[src/rtl/wbuf_seq_ctrl_pkg.sv]
// Shared definitions for the depthwise weight-FIFO sequencer:
// default tap count, tap-counter width helper and FSM state encoding.
package wbuf_pkg;

  localparam int TAPS_DEFAULT = 9;

  function automatic int tap_w(input int taps);
    return (taps > 1) ? $clog2(taps) : 1;
  endfunction

  localparam int TAP_W = tap_w(TAPS_DEFAULT);

  typedef logic [2:0] state_t;

  localparam state_t ST_IDLE  = 3'd0;
  localparam state_t ST_LOAD  = 3'd1;
  localparam state_t ST_PLAY  = 3'd2;
  localparam state_t ST_DRAIN = 3'd3;
  localparam state_t ST_FIN   = 3'd4;

endpackage

[src/rtl/wbuf_seq_ctrl_if.sv]
// Load-stream, FIFO-strobe and PE-weight handshake bundle of the sequencer.
// master = sequencer side, slave = load source / FIFO / PE array side.
interface wbuf_seq_if;
  logic ld_valid;
  logic ld_ready;
  logic fifo_wr;
  logic fifo_rd;
  logic fifo_clr;
  logic pe_en;
  logic pe_wvalid;
  logic pe_wlast;

  modport master (
    input  ld_valid, pe_en,
    output ld_ready, fifo_wr, fifo_rd, fifo_clr, pe_wvalid, pe_wlast
  );

  modport slave (
    output ld_valid, pe_en,
    input  ld_ready, fifo_wr, fifo_rd, fifo_clr, pe_wvalid, pe_wlast
  );
endinterface

[src/rtl/wbuf_seq_ctrl_loop_cnt.sv]
// Terminal-count loop counter: counts enabled cycles up to a runtime
// terminal value, then wraps to zero. wrap flags the enabled cycle that
// sits on the terminal value, so the compare always precedes the wrap.
module wbuf_loop_cnt #(
  parameter int W = 4
) (
  input  logic         clk,
  input  logic         rst,
  input  logic         clr,
  input  logic         en,
  input  logic [W-1:0] last_val,
  output logic         wrap
);
  logic [W-1:0] cnt;
  logic         at_last;

  assign at_last = (cnt == last_val);
  assign wrap    = en & at_last;

  // Count enabled cycles, wrapping at the terminal value; clear has priority.
  always_ff @(posedge clk) begin
    if (rst || clr) begin
      cnt <= '0;
    end else if (en) begin
      cnt <= at_last ? '0 : cnt + W'(1);
    end
  end
endmodule

[src/rtl/wbuf_seq_ctrl.sv]
// Depthwise weight-FIFO sequencer: per channel loads TAPS weights into the
// FIFO, replays them once per output pixel while the PE array is enabled,
// loops over all channels and then pulses done.
// Optional macro WBUF_PERF_CNT_EN adds stall_cnt / load_cnt counters.
module wbuf_seq_ctrl
  import wbuf_pkg::*;
#(
  parameter int TAPS  = TAPS_DEFAULT,
  parameter int CH_W  = 10,
  parameter int PIX_W = 16
) (
  input  logic             clk,
  input  logic             rst,
  input  logic             cfg_start,
  input  logic [CH_W-1:0]  cfg_num_ch,
  input  logic [PIX_W-1:0] cfg_num_pix,
  wbuf_seq_if.master       bus,
  output logic             ch_done,
  output logic             busy,
  output logic             done
`ifdef WBUF_PERF_CNT_EN
  ,
  output logic [31:0]      stall_cnt,
  output logic [31:0]      load_cnt
`endif
);
  localparam int TAP_BITS = tap_w(TAPS);
  localparam logic [TAP_BITS-1:0] TAP_LAST = TAP_BITS'(TAPS - 1);

  state_t           state;
  state_t           state_nx;
  logic [CH_W-1:0]  num_ch;
  logic [PIX_W-1:0] num_pix;
  logic             start_acc;
  logic             start_zero;
  logic             in_load;
  logic             in_play;
  logic             in_drain;
  logic             fifo_wr;
  logic             fifo_rd;
  logic             tap_wrap;
  logic             pix_wrap;
  logic             ch_wrap;
  logic             vld_p1;
  logic             wlast_p1;

  assign in_load    = (state == ST_LOAD);
  assign in_play    = (state == ST_PLAY);
  assign in_drain   = (state == ST_DRAIN);
  assign start_acc  = (state == ST_IDLE) && cfg_start;
  assign start_zero = (cfg_num_ch == '0) || (cfg_num_pix == '0);

  assign fifo_wr = bus.ld_valid && in_load;
  assign fifo_rd = bus.pe_en && in_play;

  assign bus.ld_ready  = in_load;
  assign bus.fifo_wr   = fifo_wr;
  assign bus.fifo_rd   = fifo_rd;
  // Clear only from IDLE/DRAIN, so it can never collide with a write or read.
  assign bus.fifo_clr  = (start_acc && !start_zero) || (in_drain && !ch_wrap);
  assign bus.pe_wvalid = vld_p1;
  assign bus.pe_wlast  = wlast_p1;

  assign ch_done = in_drain;
  assign busy    = (state != ST_IDLE);
  assign done    = (state == ST_FIN);

  // Job counts are captured once per accepted start and held for the job.
  always_ff @(posedge clk) begin
    if (start_acc) begin
      num_ch  <= cfg_num_ch;
      num_pix <= cfg_num_pix;
    end
  end

  // Tap index: shared by the load phase (writes) and the replay phase (reads).
  wbuf_loop_cnt #(.W(TAP_BITS)) u_tap_cnt (
    .clk      (clk),
    .rst      (rst),
    .clr      (start_acc),
    .en       (fifo_wr || fifo_rd),
    .last_val (TAP_LAST),
    .wrap     (tap_wrap)
  );

  // Pixel index: advances when the last tap of a pixel is read.
  wbuf_loop_cnt #(.W(PIX_W)) u_pix_cnt (
    .clk      (clk),
    .rst      (rst),
    .clr      (start_acc || in_drain),
    .en       (tap_wrap && in_play),
    .last_val (num_pix - PIX_W'(1)),
    .wrap     (pix_wrap)
  );

  // Channel index: advances once per DRAIN; wrap marks the final channel.
  wbuf_loop_cnt #(.W(CH_W)) u_ch_cnt (
    .clk      (clk),
    .rst      (rst),
    .clr      (start_acc),
    .en       (in_drain),
    .last_val (num_ch - CH_W'(1)),
    .wrap     (ch_wrap)
  );

  // Next-state logic for the load / replay / drain channel loop.
  always_comb begin
    state_nx = state;
    case (state)
      ST_IDLE:  if (cfg_start) state_nx = start_zero ? ST_FIN : ST_LOAD;
      ST_LOAD:  if (tap_wrap) state_nx = ST_PLAY;
      ST_PLAY:  if (pix_wrap) state_nx = ST_DRAIN;
      ST_DRAIN: state_nx = ch_wrap ? ST_FIN : ST_LOAD;
      ST_FIN:   state_nx = ST_IDLE;
      default:  state_nx = ST_IDLE;
    endcase
  end

  // State register; reset aborts any job without a done pulse.
  always_ff @(posedge clk) begin
    if (rst) state <= ST_IDLE;
    else     state <= state_nx;
  end

  // ---- stage p1: FIFO read data is valid one cycle after fifo_rd ----
  always_ff @(posedge clk) begin
    if (rst) begin
      vld_p1   <= 1'b0;
      wlast_p1 <= 1'b0;
    end else begin
      vld_p1   <= fifo_rd;
      wlast_p1 <= tap_wrap && in_play;
    end
  end

`ifdef WBUF_PERF_CNT_EN
  function automatic logic [31:0] sat_inc(input logic [31:0] v);
    return (&v) ? v : v + 32'd1;
  endfunction

  // Saturating stall / load-bubble counters, cleared on each accepted start.
  always_ff @(posedge clk) begin
    if (rst || start_acc) begin
      stall_cnt <= '0;
      load_cnt  <= '0;
    end else begin
      if (in_play && !bus.pe_en)    stall_cnt <= sat_inc(stall_cnt);
      if (in_load && !bus.ld_valid) load_cnt  <= sat_inc(load_cnt);
    end
  end
`endif

endmodule
[src/flat_wrapper.sv]
// flat-port wrapper written by rule: the top's interface ports become plain ports
module wbuf_seq_ctrl_flat import wbuf_pkg::*;
#(
  parameter int TAPS  = TAPS_DEFAULT,
  parameter int CH_W  = 10,
  parameter int PIX_W = 16
)
  (clk, rst, cfg_start, cfg_num_ch, cfg_num_pix, ch_done, busy, done, bus_ld_valid, bus_pe_en, bus_ld_ready, bus_fifo_wr, bus_fifo_rd, bus_fifo_clr, bus_pe_wvalid, bus_pe_wlast);
  wbuf_seq_if bus_i ();
  input  logic clk;
  input  logic rst;
  input  logic cfg_start;
  input  logic [CH_W-1:0] cfg_num_ch;
  input  logic [PIX_W-1:0] cfg_num_pix;
  output logic ch_done;
  output logic busy;
  output logic done;
  input wire logic [$bits(bus_i.ld_valid)-1:0] bus_ld_valid;
  input wire logic [$bits(bus_i.pe_en)-1:0] bus_pe_en;
  output wire logic [$bits(bus_i.ld_ready)-1:0] bus_ld_ready;
  output wire logic [$bits(bus_i.fifo_wr)-1:0] bus_fifo_wr;
  output wire logic [$bits(bus_i.fifo_rd)-1:0] bus_fifo_rd;
  output wire logic [$bits(bus_i.fifo_clr)-1:0] bus_fifo_clr;
  output wire logic [$bits(bus_i.pe_wvalid)-1:0] bus_pe_wvalid;
  output wire logic [$bits(bus_i.pe_wlast)-1:0] bus_pe_wlast;
  assign bus_i.ld_valid = bus_ld_valid;
  assign bus_i.pe_en = bus_pe_en;
  assign bus_ld_ready = bus_i.ld_ready;
  assign bus_fifo_wr = bus_i.fifo_wr;
  assign bus_fifo_rd = bus_i.fifo_rd;
  assign bus_fifo_clr = bus_i.fifo_clr;
  assign bus_pe_wvalid = bus_i.pe_wvalid;
  assign bus_pe_wlast = bus_i.pe_wlast;
  wbuf_seq_ctrl #(.TAPS(TAPS), .CH_W(CH_W), .PIX_W(PIX_W)) u_core (.clk(clk), .rst(rst), .cfg_start(cfg_start), .cfg_num_ch(cfg_num_ch), .cfg_num_pix(cfg_num_pix), .bus(bus_i), .ch_done(ch_done), .busy(busy), .done(done));
endmodule
[config.mk]
export PLATFORM = sky130hd
export DESIGN_NAME = wbuf_seq_ctrl_flat
export DESIGN_NICKNAME = d
export VERILOG_FILES = /design/src/rtl/wbuf_seq_ctrl_pkg.sv /design/src/rtl/wbuf_seq_ctrl_if.sv /design/src/rtl/wbuf_seq_ctrl_loop_cnt.sv /design/src/rtl/wbuf_seq_ctrl.sv /design/src/flat_wrapper.sv
export SDC_FILE = /design/constraint.sdc
export NUM_CORES = 1
export LEC_CHECK = 0
export ABC_CLOCK_PERIOD_IN_PS = 4640
export CORE_MARGIN = 1
export CORE_UTILIZATION = 61
export DETAILED_ROUTE_END_ITERATION = 6
export GPL_TIMING_DRIVEN = 0
export HOLD_SLACK_MARGIN = 0.08
export PLACE_DENSITY_LB_ADDON = 0.15
export SYNTH_ARGS = -nofsm -noshare
export SYNTH_HDL_FRONTEND = slang
export SYNTH_SLANG_ARGS = --single-unit
[constraint.sdc]
create_clock -name clk -period 4.64 [get_ports clk]
set_input_delay 0.928 -clock clk [delete_from_list [all_inputs] [get_ports clk]]
set_output_delay 0.928 -clock clk [all_outputs]
set_load 0.1 [all_outputs]
==> results.md <==
- Dividing the detail-routed wire length by the instance count gives ~16 µm.
- The clock root buffer master is sky130_fd_sc_hd__clkbuf_8.
- The worst min-delay path startpoint is u_core.u_tap_cnt.cnt[2]$_SDFFE_PP0N_.
- The relative slew slack is 0.2428.
- The number of antenna-violating nets in the routed design is 0.
- Across every metal layer, demand over resource in global routing totals 0.2820.
- Across all layers, the routed design uses 3,002 vias.
- TritonCTS built the clock tree.
- Dividing the detail-routed via count by the number of cells gives around 6.0.
- The per-instance average area after synthesis is between 9 and 10 µm².
- The register area share after synthesis is 0.4125.
- Synthesis produced a netlist whose cell count is about 380.
- The flow ran to the end, and the final reports show no timing, DRC or antenna violations.
- After the first detailed-routing iteration, the DRC count stood at between 100 and 150.
- The synthesized flop and latch total is 61.
- Walking the worst path, the cells encountered are inv_1, ha_1, clkbuf_1, xnor3_1, and3_1, o21ai_0, a211oi_1, o2111a_1, o22ai_1, dlygate4sd2_1.
- The leading cell type by number of instances after synthesis is sky130_fd_sc_hd__nor2_1.
- Once the clock tree was built, the setup fixing pass inserted 0 buffers.
- The critical setup path kind is flip-flop to output port.
- Detailed placement finished with a half-perimeter wire length of a little under 6000 µm.
- The register clock-pin slew on the reported worst setup and hold paths is approximately 0.070 ns.
- The worst hold path stage count is 2.
- The final weighted congestion of routability-driven global placement is between 0.7 and 0.8.
- After synthesis, the netlist uses 65 different library cells.
- The leakage power is ~1.6 nW.
- The commonest cells after synthesis are 46 x sky130_fd_sc_hd__nor2_1, 35 x sky130_fd_sc_hd__dfxtp_1, 27 x sky130_fd_sc_hd__nand2_1, 27 x sky130_fd_sc_hd__xor2_1, 26 x sky130_fd_sc_hd__edfxtp_1.
- The routed wire length is between 8000 and 9000 µm.
- Among all flip-flop cells after synthesis, the most frequent one is sky130_fd_sc_hd__dfxtp_1.
- The slowest cell on the critical path is sky130_fd_sc_hd__dlygate4sd2_1.
- The number of placed instances, taps included, is 486.
- The transition time of the tightest slew-check pin is between 1 and 1.5 ns.
- The H-tree was split into 3 levels.
- The final-report hold violation count was 0.
- Setup repair after global routing left no endpoint under its margin.
- After synthesis, the share of flip-flops with an asynchronous set or reset is 0.
- The number of warnings reported in the yosys synthesis log is 0.
- The area fraction of the dominant cell type after synthesis is 0.2174.
- The die is 78.73 µm tall.
- After global routing the overflow that remains totals 0.
- The clock drives 61 sinks.
- The via count of the first global-routing pass came to approximately 2,900.
- Across the run, the number of max-cap violations was 0.
- In this run the power density over the cells is between 300 and 400 mW/mm².
- The post-layout instance count excluding filler cells is 502.
- The layout net count is between 400 and 500.
- The number of filler instances in the final layout is 408.
- The maximum cell stage delay along the critical path is just under 0.9 ns.
- The final worst-path setup slack is around 0.26 ns.
- The finished cells cover between 0.004 and 0.005 mm².
- In this run, CTS created clock tree buffers numbering 9.
- The area of placed instances is 0.004071 mm².
- The critical path required time is around 3.7 ns.
- In the post-synthesis netlist, the biggest area contributors are sky130_fd_sc_hd__edfxtp_1 22%, sky130_fd_sc_hd__dfxtp_1 20%, sky130_fd_sc_hd__xor2_1 6.6%.
- At the later pin of the worst-skew pair, clock insertion delay measures roughly 0.35 ns.
- Counting cells, the worst reg-to-reg path comes to 10.
- The area of the core is around 0.0056 mm².
- The floorplan step set the die width to ~79 µm.
- The count of flip-flops with a built-in enable after synthesis is 26.
- The first-pass GRT wire length is ~13,000 µm.
- STA classifies the critical path startpoint as a flip-flop.
- The initial antenna violation count is 0.
- The buffer depth of the longest clock path is 2.
- The post-route DRC violation count is 0.
- The synthesized cell area is approximately 0.0036 mm².
- For flop-to-flop paths, the worst setup slack is 1.70 ns.
- The worst path needs 4.385 ns of the cycle, external delays included.
- Compared with the post-synthesis result, the final layout area differs by 18.88%.
- The max-slew violation count is 0.
- The number of top-level design ports is 40.
- The worst supply voltage drop on vdd is 0.2588 mV.
- In the finished design, the share of the clock period the worst path needs comes to 0.9450.
- The startpoint identified for the worst register-to-register timing path is u_core.num_pix[0]$_DFFE_PP_.
- Of the cells placed in the final design, the portion with a size suffix greater than 1 is 0.1233.
- The number of buffers added on ports is 39.
- The largest fanout of any net on the critical path is 8.
- The number of gates resized after CTS was 1.
- Derived from the worst setup path, the maximum achievable clock frequency is about 230 MHz.
- The number of iterations in the first detailed-routing pass is 5.
- The die covers 0.006198 mm².
- The design draws 0.001417 W.
- The worst setup path is captured at an output port.
- The worst flop-to-flop path endpoint is u_core.u_pix_cnt.cnt[14]$_SDFFE_PP0P_.
- On the final layout, the worst clock skew is 0.009657 ns.
- The number of buffers added to fix hold violations after cts is 0.
- Entering global routing, the biggest net connects 28 pins.
- The number of antenna diodes in the final layout is 0.
- The worst hold path terminates at u_core.u_tap_cnt.cnt[2]$_SDFFE_PP0N_.
- The floorplan row count is 27.
- The post-synth net total is slightly above 400.
- Setup violations remaining at the end of the flow were counted as 0.
- The cell type with the largest total area after synthesis is sky130_fd_sc_hd__edfxtp_1.
- The worst endpoint data arrival time is 3.46 ns.
- The initial cell density of the core is 0.6442.
- The worst hold-check path type is flip-flop to flip-flop.
- Before CTS, the worst setup slack after placement is -0.04641 ns.
## worst max-delay path: cells and delay by family (launching register included)
kind	cells	cell delay (ns)
DFF	1	0.45
and+or+nand+nor	1	0.18
xor gates and xnor gates	1	0.26
buffers and inverters	3	1.26
AOI/OAI and AO/OA	4	0.81
adders and majority gates	1	0.13
## routing by layer
metal	vias up	share of wire	track usage
li1	1444	-	-
met1	1437	0.42	0.3282
met2	103	0.50	0.4922
met3	18	0.064	0.08276
met4	0	0.016	0.09630
met5	-	0	0
## metrics by stage
stage          hold slack, ns  setup TNS [ns]    util
2_1_floorplan          0.4619               0       -
4_1_cts                0.5209               0  0.7659
6_report               0.5135               0  0.7659
5_1_grt                0.5544               0  0.7659
3_5_place_dp           0.5107        -0.04641  0.7304
3_3_place_gp           0.4730        -0.05508  0.7304
## sequential cells by signal, summed over array words and instances (netlist names)
register              flops
u_core.num_pix           16
u_core.u_pix_cnt.cnt     16
u_core.num_ch            10
u_core.u_ch_cnt.cnt      10
u_core.u_tap_cnt.cnt      4
u_core.state              3
u_core.bus.pe_wlast       1
u_core.bus.pe_wvalid      1
## how the worst max path moves through the flow
| stage | start | endpoint | slack (ns) | cells past startpoint |
|---|---|---|---|---|
| 6_report | u_core.num_ch[0]$_DFFE_PP_ | bus_fifo_clr | 0.26 | 10 |
| 2_1_floorplan | u_core.num_ch[0]$_DFFE_PP_ | bus_fifo_clr | 0.59 | 9 |
| 5_1_grt | u_core.num_ch[0]$_DFFE_PP_ | bus_fifo_clr | 0.12 | 10 |
| 3_5_place_dp | cfg_num_ch[7] | bus_fifo_clr | -0.05 | 5 |
| 4_1_cts | u_core.num_ch[0]$_DFFE_PP_ | bus_fifo_clr | 0.29 | 10 |
| 3_3_place_gp | cfg_num_ch[6] | bus_fifo_clr | -0.06 | 5 |
## layout make-up
type,count,area [µm²],share of cell area
multi-input combinational,287,1984,0.4648
sequential,61,1481,0.3470
timing repair buffer,39,389.1,0.09115
clock buffer,9,123.9,0.02902
tap,72,90.09,0.02110
clock inverter,7,75.07,0.01759
inverter,17,63.81,0.01495
buffer,10,61.31,0.01436
## logic make-up (layout without fill, tap and decap cells)
group,count (synthesis),in the layout,synth area share
simple gates,177,177,0.2801
fa+ha+maj,6,6,0.02091
buf+inv,27,82,0.03484
compound gates,48,48,0.1094
xor+xnor,51,51,0.1282
flops,61,61,0.4125
mux,5,5,0.01394
## where the power goes
group	internal, W	switching, W	total (W)
Combinational	0.000106	0.000194	0.000300
Clock	0.000249	0.000224	0.000473
Sequential	0.000604	0.0000403	0.000644
Total	0.000959	0.000459	0.00142
## placed cells by master (no fill, tap or decap), drive strengths merged, types with 8 or more instances in the layout
cell / netlist / layout
clkbuf: 5 / 14
nor4: 9 / 9
nor3: 9 / 9
nand2: 27 / 27
and2: 9 / 9
xor2: 27 / 27
edfxtp: 26 / 26
clkdlybuf4s50: 0 / 38
dfxtp: 35 / 35
a21oi: 16 / 16
inv: 16 / 17
nand3b: 8 / 8
nand4: 10 / 10
xnor2: 23 / 23
and3: 8 / 8
nand3: 11 / 11
nor2: 57 / 57
(Power assumes the default switching activity.)
==> variant (same settings) <==
`PIX_W` is set to 16 in 2 places; all go to 12.
--- a/src/rtl/wbuf_seq_ctrl.sv
+++ b/src/rtl/wbuf_seq_ctrl.sv
@@ -9,3 +9,3 @@
   parameter int CH_W  = 10,
-  parameter int PIX_W = 16
+  parameter int PIX_W = 12
 ) (
--- a/src/flat_wrapper.sv
+++ b/src/flat_wrapper.sv
@@ -5,3 +5,3 @@
   parameter int CH_W  = 10,
-  parameter int PIX_W = 16
+  parameter int PIX_W = 12
 )
Interface: changed (resized cfg_num_pix); port bits go from 40 to 36. The function was not compared with the original's and may differ.
==> variant against the unedited design <==
  * Setup slack improved by 0.21 ns
  * Sequential share of layout area up 1.1 points
  * Sequential cell count fell by 8
  * Critical path type unchanged
  * Synthesized cell count down 12%
  * Design area down 16%
  * Largest cell class unchanged
  * Wire length shrank 21%
  * Synthesized area fell by 16%
  * The flow now finishes with violations (design-rule violations)
Power is not compared: it rests on default switching activity, and its combinational part moved more than twofold at a synthesized area within 25%.
==> variant: results (changes against the unedited design) <==
metric	value	unit	change
status	finished, violations left		
violations	design-rule violations		
worstRegToRegCells	8		-2
clock-root-buffer	clkbuf_8		
route.vias.total	2603		-13%
synth_cell_types	55		-15%
ys_seq_area_frac	0.423		+0.0104
drc	2		+2
grt_max_degree	24		-14%
postPlaceCellArea	3460	µm²	-15%
n_fill_cell	378		-7.4%
crit_fanout	7		-1
reg2reg_slack	1.97	ns	+0.27 ns
wl_per_cell	14.8	µm	-9.7%
async_flop_share	0		unchanged
cp_slowest_cell	dlymetal6s2s_1		
arrival	3.25	ns	-0.21 ns
hold_depth	2		unchanged
cts_resized	0		-1
antenna_found_initial	0		unchanged
htreeDepth	2		-1
grt_pass1_wl	10800	µm	-18%
path_clk_slew	0.09	ns	+0.02 ns
yosys-top-cells-count	dfxtp_1, nor2_1, nand2_1, xor2_1, edfxtp_1		
grt_pass1_vias	2467		-15%
reg2reg_from	u_core.num_ch[0]		
p_int	0.000735	W	
drtIter0Drc	147		+5.8%
dr.pass1.iters	7		+2
final_nets	404		-13%
ys.flop_type	dfxtp_1		
cts_buffer_depth	2		unchanged
critPathKind	reg -> out		
critPathMaxStageDelay	0.77	ns	-0.12 ns
synth_nets	362		-12%
cts_setup_buffers	0		unchanged
synth.area.top_cells	edfxtp_1, dfxtp_1, xor2_1		
min_from	u_core.u_tap_cnt.cnt[3]		
reg2reg_to	u_core.u_ch_cnt.cnt[6]		
gp_congestion	0.821		+5.1%
hold_end	u_core.u_tap_cnt.cnt[3]		
cts_buffers	5		-4
yosysWarnings	0		unchanged
slew_headroom	0.352		+0.109
grt.total_usage	0.267		-0.0149
numPortBuffers	35		-10%
synth-edff-count	22		-15%
crit_end	bus_fifo_clr		
drive_gt1_frac	0.0484		-0.0749
antenna_cells	0		unchanged
hp-class	reg -> reg		
skew	0.00709	ns	-0.00257 ns
dp_hpwl	4960	µm	-14%
reg.largest.list	u_core.num_pix (12), u_core.u_pix_cnt.cnt (12)		
clk_latency	0.31	ns	-0.04 ns
-- variant: changes by cell type in the layout (fill, tap and decap cells not counted), moves of 7 or more --
cell,change
a21oi_1,-7
nor2_1,-17
nor2_2,-10
nor3_1,+14
-- variant: cell families after synthesis --
kind of cell               count (synthesis)  synth area share
and+or+nand+nor                          151             0.279
AOI/OAI and AO/OA                         46             0.103
buffers and inverters                     27            0.0363
adders and majority gates                  6            0.0248
xor gates and xnor gates                  44             0.127
DFF                                       53             0.423
muxes                                      2           0.00661
-- variant: worst max-delay path, delay by kind of cell, from the launching register on --
| kind | cells | cell delay [ns] |
|---|---|---|
| adders and majority gates | 1 | 0.19 |
| and+or+nand+nor | 2 | 0.60 |
| DFF | 1 | 0.49 |
| AOI/OAI and AO/OA | 4 | 0.80 |
| buffers and inverters | 2 | 0.86 |
-- variant: power groups by stage --
stage / Combinational (W) / Clock [W] / Sequential, W
detailed placement: 0.000140 / 0 / 0.000533
CTS: 0.000141 / 0.000329 / 0.000522
floorplan: 0.0000924 / 0 / 0.000527
global route: 0.000152 / 0.000345 / 0.000524
finish: 0.000141 / 0.000322 / 0.000522
global placement: 0.000137 / 0 / 0.000531
-- variant: stage by stage --
stage	hold slack (ns)	cells	total power [W]	setup WS, ns
3_3_place_gp	0.480	431	0.000668	0.416
4_1_cts	0.502	439	0.000991	0.0566
5_1_grt	0.543	439	0.00102	0.267
3_5_place_dp	0.490	431	0.000673	0.421
2_1_floorplan	0.463	329	0.000620	0.109
6_report	0.504	439	0.000985	0.464
-- variant: final cells by class --
| cell class | instances | area [µm²] | area share |
|---|---|---|---|
| Multi-Input combinational cell | 249 | 1640 | 0.457 |
| Sequential cell | 53 | 1280 | 0.358 |
| Timing Repair Buffer | 35 | 353 | 0.0985 |
| Clock buffer | 7 | 86.3 | 0.0241 |
| Tap cell | 67 | 83.8 | 0.0234 |
| Inverter | 15 | 56.3 | 0.0157 |
| Buffer | 12 | 53.8 | 0.0150 |
| Clock inverter | 1 | 30.0 | 0.00838 |
-- variant: metal layers --
metal / track usage / share of wire / vias to the layer above / wire length (µm)
met5: 0 / 0 / - / 0
met4: 0.133 / 0.034 / 0 / 224
met3: 0.0431 / 0.026 / 20 / 171
met2: 0.467 / 0.50 / 46 / 3280
met1: 0.318 / 0.43 / 1245 / 2820
li1: - / - / 1292 / -
